--- src/rtl/mdu_sequencer.sv ---
// rtl/mdu_sequencer.sv - iterative multiply/divide sequencer owning the HI/LO pair
// Shift-add multiply and restoring divide, one bit per cycle, sign fixed up in FIX.
`timescale 1ns/1ps
module mdu_sequencer #(
  parameter int WIDTH = 32,
  parameter int CNT_W = 6
) (
  input  logic             clk,
  input  logic             rst,
  input  logic             start,
  input  logic [2:0]       op,
  input  logic [WIDTH-1:0] operandA,
  input  logic [WIDTH-1:0] operandB,
  input  logic             cancel,
  output logic             busy,
  output logic             done,
  output logic [WIDTH-1:0] hi,
  output logic [WIDTH-1:0] lo
);

  typedef enum logic [1:0] {S_IDLE, S_MUL, S_DIV, S_FIX} state_t;

  localparam logic [CNT_W-1:0] LAST_CNT = CNT_W'(WIDTH - 1);

  state_t             state_q, state_d;
  logic [CNT_W-1:0]   cnt_q, cnt_d;
  logic [WIDTH-1:0]   mcand_q, mcand_d;
  logic [2*WIDTH-1:0] acc_q, acc_d;
  logic               neg_q, neg_d;
  logic               rem_neg_q, rem_neg_d;
  logic               dz_q, dz_d;
  logic               is_div_q, is_div_d;
  logic               busy_q, busy_d;
  logic               done_q, done_d;
  logic [WIDTH-1:0]   hi_q, hi_d;
  logic [WIDTH-1:0]   lo_q, lo_d;

  logic               signed_op;
  logic               sgn_a, sgn_b;
  logic [WIDTH-1:0]   abs_a, abs_b;
  logic [WIDTH:0]     mul_sum;
  logic [2*WIDTH-1:0] mul_next;
  logic [WIDTH:0]     rem_sh;
  logic [WIDTH:0]     rem_sub;
  logic [2*WIDTH-1:0] div_next;
  logic [2*WIDTH-1:0] prod_fixed;

  assign signed_op = (op == 3'd0) || (op == 3'd2);
  assign sgn_a     = signed_op & operandA[WIDTH-1];
  assign sgn_b     = signed_op & operandB[WIDTH-1];
  assign abs_a     = sgn_a ? (~operandA + 1'b1) : operandA;
  assign abs_b     = sgn_b ? (~operandB + 1'b1) : operandB;

  // Multiply: {partial, multiplier} shifts right; carry of the add enters the top bit.
  assign mul_sum  = {1'b0, acc_q[2*WIDTH-1:WIDTH]} + (acc_q[0] ? {1'b0, mcand_q} : '0);
  assign mul_next = {mul_sum, acc_q[WIDTH-1:1]};

  // Divide: {remainder, dividend} shifts left; the shifted remainder needs one extra bit.
  assign rem_sh   = {acc_q[2*WIDTH-1:WIDTH], acc_q[WIDTH-1]};
  assign rem_sub  = rem_sh - {1'b0, mcand_q};
  assign div_next = (rem_sh >= {1'b0, mcand_q}) ?
                    {rem_sub[WIDTH-1:0], acc_q[WIDTH-2:0], 1'b1} :
                    {rem_sh[WIDTH-1:0], acc_q[WIDTH-2:0], 1'b0};

  assign prod_fixed = neg_q ? (~acc_q + 1'b1) : acc_q;

  always_comb begin
    state_d   = state_q;
    cnt_d     = cnt_q;
    mcand_d   = mcand_q;
    acc_d     = acc_q;
    neg_d     = neg_q;
    rem_neg_d = rem_neg_q;
    dz_d      = dz_q;
    is_div_d  = is_div_q;
    busy_d    = busy_q;
    done_d    = 1'b0;
    hi_d      = hi_q;
    lo_d      = lo_q;

    case (state_q)
      S_IDLE: begin
        if (start && !cancel) begin
          case (op)
            3'd0, 3'd1: begin
              mcand_d   = abs_a;
              acc_d     = {{WIDTH{1'b0}}, abs_b};
              neg_d     = sgn_a ^ sgn_b;
              rem_neg_d = sgn_a;
              dz_d      = 1'b0;
              is_div_d  = 1'b0;
              cnt_d     = '0;
              busy_d    = 1'b1;
              state_d   = S_MUL;
            end
            3'd2, 3'd3: begin
              mcand_d   = abs_b;
              acc_d     = {{WIDTH{1'b0}}, abs_a};
              neg_d     = sgn_a ^ sgn_b;
              rem_neg_d = sgn_a;
              is_div_d  = 1'b1;
              cnt_d     = '0;
              busy_d    = 1'b1;
              dz_d      = (operandB == '0);
              state_d   = (operandB == '0) ? S_FIX : S_DIV;
            end
            3'd4:    hi_d = operandA;
            3'd5:    lo_d = operandA;
            default: ;
          endcase
        end
      end
      S_MUL: begin
        acc_d = mul_next;
        cnt_d = cnt_q + 1'b1;
        if (cnt_q == LAST_CNT) state_d = S_FIX;
      end
      S_DIV: begin
        acc_d = div_next;
        cnt_d = cnt_q + 1'b1;
        if (cnt_q == LAST_CNT) state_d = S_FIX;
      end
      S_FIX: begin
        state_d = S_IDLE;
        busy_d  = 1'b0;
        done_d  = 1'b1;
        // Divide by zero leaves HI/LO untouched but still completes.
        if (!dz_q) begin
          if (is_div_q) begin
            lo_d = neg_q ? (~acc_q[WIDTH-1:0] + 1'b1) : acc_q[WIDTH-1:0];
            hi_d = rem_neg_q ? (~acc_q[2*WIDTH-1:WIDTH] + 1'b1) : acc_q[2*WIDTH-1:WIDTH];
          end else begin
            hi_d = prod_fixed[2*WIDTH-1:WIDTH];
            lo_d = prod_fixed[WIDTH-1:0];
          end
        end
      end
      default: state_d = S_IDLE;
    endcase

    if (cancel && (state_q != S_IDLE)) begin
      state_d = S_IDLE;
      busy_d  = 1'b0;
      done_d  = 1'b0;
      hi_d    = hi_q;
      lo_d    = lo_q;
    end
  end

  always_ff @(posedge clk or posedge rst) begin
    if (rst) begin
      state_q   <= S_IDLE;
      cnt_q     <= '0;
      mcand_q   <= '0;
      acc_q     <= '0;
      neg_q     <= 1'b0;
      rem_neg_q <= 1'b0;
      dz_q      <= 1'b0;
      is_div_q  <= 1'b0;
      busy_q    <= 1'b0;
      done_q    <= 1'b0;
      hi_q      <= '0;
      lo_q      <= '0;
    end else begin
      state_q   <= state_d;
      cnt_q     <= cnt_d;
      mcand_q   <= mcand_d;
      acc_q     <= acc_d;
      neg_q     <= neg_d;
      rem_neg_q <= rem_neg_d;
      dz_q      <= dz_d;
      is_div_q  <= is_div_d;
      busy_q    <= busy_d;
      done_q    <= done_d;
      hi_q      <= hi_d;
      lo_q      <= lo_d;
    end
  end

  assign busy = busy_q;
  assign done = done_q;
  assign hi   = hi_q;
  assign lo   = lo_q;

endmodule
--- config.mk ---
export PLATFORM = sky130hd
export DESIGN_NAME = mdu_sequencer
export DESIGN_NICKNAME = d
export VERILOG_FILES = /design/src/rtl/mdu_sequencer.sv
export SDC_FILE = /design/constraint.sdc
export NUM_CORES = 1
export LEC_CHECK = 0
export CAP_MARGIN = 30
export CORE_MARGIN = 5
export CORE_UTILIZATION = 60
export DETAILED_ROUTE_END_ITERATION = 7
export GPL_TIMING_DRIVEN = 0
export MAX_ROUTING_LAYER = met4
export PLACE_DENSITY_LB_ADDON = 0.3
export SETUP_SLACK_MARGIN = 0.5
export SYNTH_ARGS = -nofsm -noshare
export SYNTH_HDL_FRONTEND = slang
export SYNTH_SLANG_ARGS = --single-unit
--- constraint.sdc ---
create_clock -name clk -period 16.2 [get_ports clk]
set_input_delay 2.43 -clock clk [delete_from_list [all_inputs] [get_ports clk]]
set_output_delay 2.43 -clock clk [all_outputs]
set_load 0.1 [all_outputs]
[After elaboration in Yosys (flattened, before gate mapping)]
Cells that the tools add are included.
Cells by class
  $add $sub $neg: 8
  reductions and logical operators: 25
  order comparisons: 1
  equality and inequality tests: 19
  bitwise operators: 9
  mux-type cells: 38
Operator list (count)
  2-to-1 mux 32 bit: 13
  2-to-1 mux 64 bit: 3
  case mux 32 bit (2 select lines): 3
  case mux 64 bit (3 select lines): 1
  adder 32 x 1 -> 32 bit, second input constant: 4
  inverter 32 bit: 4
  case mux 64 bit (2 select lines): 1
  adder 64 x 1 -> 64 bit, second input constant: 1
  inverter 64 bit: 1
  adder 32 x 32 -> 33 bit: 1
  greater-or-equal comparator 33 x 32 -> 1 bit: 1
  zero test 32 bit: 1
  subtractor 32 bit: 1
  AND reduction 3 bit: 6
  2-to-1 mux 6 bit: 2
  case mux 6 bit (2 select lines): 1
  AND reduction 5 bit: 2
  nonzero test 2 bit: 4
  adder 6 x 1 -> 6 bit, second input constant: 1
  == test 3 x 2 -> 1 bit, second input constant: 2
  == test 3 bit, second input constant: 2
  == test 6 x 5 -> 1 bit, second input constant: 1
  2-to-1 mux 1 bit: 6
  2-to-1 mux 2 bit: 3
  22 further kinds: 35
Word-level totals
  register bits: 174
  bits of input ports: 71
  logic and storage cells: 112
  output and inout bits: 66

[Depth between registers and ports, before layout]
  depth after elaboration: 7
  gate-level depth with buffers: 16

[Least setup slack after synthesis]
OpenSTA, ideal clock, no wires.
  path type: input to register
  from: input port operandA[4]
  to: register acc_q[30]
  required time: 16123 ps
  cell stages on the path: 10
  setup time: 77 ps
  arrival time: 4506 ps
  buffers on the path: 0
  path slack: 11617 ps
  cells stage by stage: nor4_1 and2_1 nand4_1 or4_1 nor2_1 a21oi_1 xor2_1 nor2_1 or3_1 a21oi_1
Between the ends
  cells in the longest elaborated chain, start to end: 6
Ends and longest elaborated chain
  from (decl): RTL line 12  | input logic [WIDTH-1:0] operandA,
  inverter 32 bit: RTL line 51  | assign abs_a = sgn_a ? (~operandA + 1'b1) : operandA;
  adder 32 x 1 -> 32 bit: RTL line 51
  2-to-1 mux 32 bit: RTL line 51
  case mux 64 bit (2 select lines): RTL line 84  | case (op)
  2-to-1 mux 64 bit: RTL line 83  | if (start && !cancel) begin
  case mux 64 bit (3 select lines): RTL line 81  | case (state_q)
  to (signal assigned): RTL line 155  | acc_q <= '0;
  to (signal assigned): RTL line 168  | acc_q <= acc_d;
  to (decl): RTL line 28  | logic [2*WIDTH-1:0] acc_q, acc_d;
Every way passes these cells. The select of a mux whose other input is x is not followed.
A chain may end at the register's enable or synchronous reset.

[Worst setup path in the final report]
  from: input port op[2]
  to: register acc_q[62]
Between the ends
  cells in the longest elaborated chain, start to end: 4
  elaborated cells on any way between the ends: 8
  classes of those cells: eq/ne (4); reduce/logical (4)
Ends and longest elaborated chain
  from (decl): RTL line 11  | input logic [2:0] op,
  == test 3 x 2 -> 1 bit (tied with other cells): RTL line 84
  OR reduction 2 bit: RTL line 84
  != test 3 x 1 -> 1 bit (no source line) *
  AND reduction 3 bit (no source line) *
Mark *: on every way between the ends. The rest lies on a longest branch, timed or not.

==> metrics.txt <==
status finished, final reports clean; Final Wtd Congestion 1.04; unrepaired setup endpoints after global routing no; final setup fails 0; instance count on the critical path 10; Synth Register Bits 174; Num CTS Buffers 17; Syn Std Cell Area 14900 µm²; crit-path cells clkdlybuf4s50_1 -> nor3b_1 -> nand2b_1 -> nor2b_1 -> clkbuf_1 -> nand2_1 -> nor2_1 -> and2_1 -> a221oi_1 -> o211ai_1; largest net degree at the start of global routing 130; Vias/cell 6.82; worst r2r path cells 14; top-count cell post-synth nand2_1; setup bufs post-CTS 0; Synth area leaders dfrtp_1 29%, o21ai_0 7.9%, nand2_1 6.2%; CTS Buffer Depth 2; DRT iter0 DRCs 2432; total track usage 41.7%; Slew Limit Fails 0; r2r endpoint acc_q[60]$_DFFE_PP0P_; post-synth net total 2066; # DRC 0; CTS tree yes; fmax 0.182 GHz; PD cells 223 nW/µm²; crit path kind input port to flip-flop; TritonRoute pass-1 iters 8; final hold vios 0; VDD IR max 0.204 mV; Ys Warns 0; routed length per instance 24.4 µm; io pins 137; HPWL after detailed placement 46.2 mm; XOR/XNOR share of the synthesized area 10.3%; Netlist cell types 72; CP peak stage delay 0.76 ns; Crit. Startpoint op[2]; clock transition at the registers of the reported paths 0.07 ns; # H-tree levels 4; Final min period 5.50 ns; fillers 2055; final worst path period share 34.0%; std cell rows 57; number of global-route vias before repair 15253; FF-to-FF Start acc_q[45]$_DFFE_PP0P_; Post-Syn Instances 1919; Die ar. 28000 µm²; port bufs 135; crit start category input port; Synth Area in Simple Gates 18.6%; Cells after DPL 2379; share of layout cells above drive strength 1 3.45%; mux contribution to synthesized area 2.87%; Nets 2221; Avg Inst Size Synth 7.75 µm²; total number of vias 16436; Crit Path Max Fanout 9; Critical Path AT 5.87 ns; Initial Util 61.0%; post-cts gate resize count 0; Post-synth EDFFs 0; Hold Buf Count CTS 0; Layout area overhead 16.1%; largest family of logic cells by synthesized area compound AO/OA/AOI/OAI gates; Core Area 24400 µm²; top-area cell type share of the netlist area 29.3%; internal reg-to-reg setup slack 11.13 ns; cell accounting for the most synthesized area dfrtp_1; WP buf/inv 2; Relative slew margins 33.2%; Max-Cap Viols 0; Leak Pwr 7.48 nW; register area share after synthesis 29.3%; Sink Count 174; post-synthesis compound-gate area fraction 27.5%; Worst Hold Class flip-flop to flip-flop; Clk Latency, worst-skew pair 0.46 ns; crit-path leading delay family simple AND/OR/NAND/NOR gates; asr flop ratio synth 100%; Die X 167 µm; Routed Antenna Nets 0; Required @ worst endpoint 16.56 ns; CP max-delay cell nor2_1; register area 4350 µm²; initial antenna violation count 0; Synth Area in Adders 6.50%; hold wc startpoint mcand_q[7]$_DFFE_PP0P_; top_reg_cell synth dfrtp_1; Post-synth top cells 247 x nand2_1, 236 x o21ai_0, 175 x nor2_1, 174 x dfrtp_1, 153 x a21oi_1; final cell count without fillers 2411; area of the multi-input gates 9780 µm²; Worst-Margin Slew 0.998 ns; endpoint class of the critical path flip-flop; DIE HEIGHT 167 µm; skew final 0.0217 ns; Inserted Diodes 0; Root Driver clkbuf_16; Sum Neg Setup Slack 0 ns; final wirelength 58.9 mm; end of the critical path acc_q[62]$_DFFE_PP0P_; total gr overflow 0; first-pass GRT wire length 88.9 mm
[worst min path at each step]
stage                                         to  slack (ns)  cells past startpoint
after floorplan                 dz_q$_DFFE_PP0P_        0.45                      2
after global placement         lo[0]$_DFFE_PP0P_        0.46                      2
after detailed placement  mcand_q[7]$_DFFE_PP0P_        0.47                      2
after CTS                 mcand_q[7]$_DFFE_PP0P_        0.49                      2
after global routing      mcand_q[5]$_DFFE_PP0P_        0.51                      2
final                     mcand_q[7]$_DFFE_PP0P_        0.48                      2
[flip-flops by register name (all words and copies together), names as in the netlist]
register	flops
is_div_q	1
busy	1
mcand_q	32
done	1
dz_q	1
hi	32
acc_q	64
state_q	2
rem_neg_q	1
neg_q	1
cnt_q	6
lo	32
[metrics by stage]
stage	total power, mW	setup WS, ns	hold WS, ns	utilization (%)	cell area (µm²)
3_3_place_gp	3.26	6.63	0.464	68.2	16600
3_5_place_dp	3.31	10.43	0.472	68.3	16700
6_report	3.85	10.70	0.482	70.8	17300
5_1_grt	4.03	10.49	0.512	70.8	17300
2_1_floorplan	2.58	9.05	0.446	-	14900
4_1_cts	3.76	10.86	0.488	70.8	17300
[final cells by class]
type | count | area share, %
flip-flops and latches | 174 | 25.2
clock inverters | 12 | 0.841
plain buffers | 128 | 2.90
multi-input cells | 1555 | 56.7
well taps | 324 | 2.35
repair buffers | 136 | 7.99
clock buffers | 20 | 2.65
inverters | 62 | 1.39
[metal layers]
metal	GRT usage (%)	vias up	routed length [µm]
li1	-	7208	-
met3	11.0	231	8340
met1	55.7	7717	23000
met4	18.0	0	2980
met5	-	-	0
met2	60.0	1280	24600
[worst min-delay path, stage by stage (launching register included)]
cell and delay (ns):
dfrtp_1 0.34, nand2_1 0.05, o21ai_0 0.06
[cells in the final DEF (no fill, tap or decap), types with 5 or more instances in the layout]
cell / Yosys / routed
ha_1: 74 / 74
o21a_1: 10 / 10
nand2b_1: 14 / 14
mux2_2: 13 / 13
nor4_1: 15 / 15
nand2_1: 247 / 247
a21oi_1: 153 / 153
or4_1: 11 / 11
nor3_1: 33 / 33
or3_1: 8 / 8
mux2i_1: 28 / 28
xor2_1: 82 / 82
inv_6: 0 / 5
o22ai_1: 5 / 5
o31ai_1: 36 / 36
a22oi_1: 16 / 16
a31oi_1: 14 / 14
a221oi_1: 10 / 10
dfrtp_1: 174 / 174
o211ai_1: 6 / 6
o21ai_0: 236 / 236
and3_1: 7 / 7
clkbuf_16: 0 / 17
clkbuf_1: 109 / 110
nor2b_1: 24 / 24
o41ai_1: 17 / 17
inv_1: 62 / 61
clkdlybuf4s50_1: 0 / 135
a21o_1: 47 / 47
buf_1: 13 / 13
a221o_1: 29 / 29
nand4_1: 10 / 10
nor2_1: 175 / 175
nand3_1: 26 / 26
xnor2_1: 93 / 93
and2_1: 13 / 13
a211oi_1: 25 / 25
or2_2: 5 / 5
[power by group]
part           internal [mW]  switching [mW]  leakage (nW)
Sequential             0.614           0.199          2.22
Clock                  0.240           0.205         0.300
Combinational          0.783            1.81          4.95
Total                   1.64            2.22          7.48
[cells by family after synthesis]
logic type | count (synthesis)
buf+inv | 190
fa+ha+maj | 76
simple gates | 610
xor+xnor | 175
flops | 174
mux | 41
compound gates | 653
(Power assumes the default switching activity.)
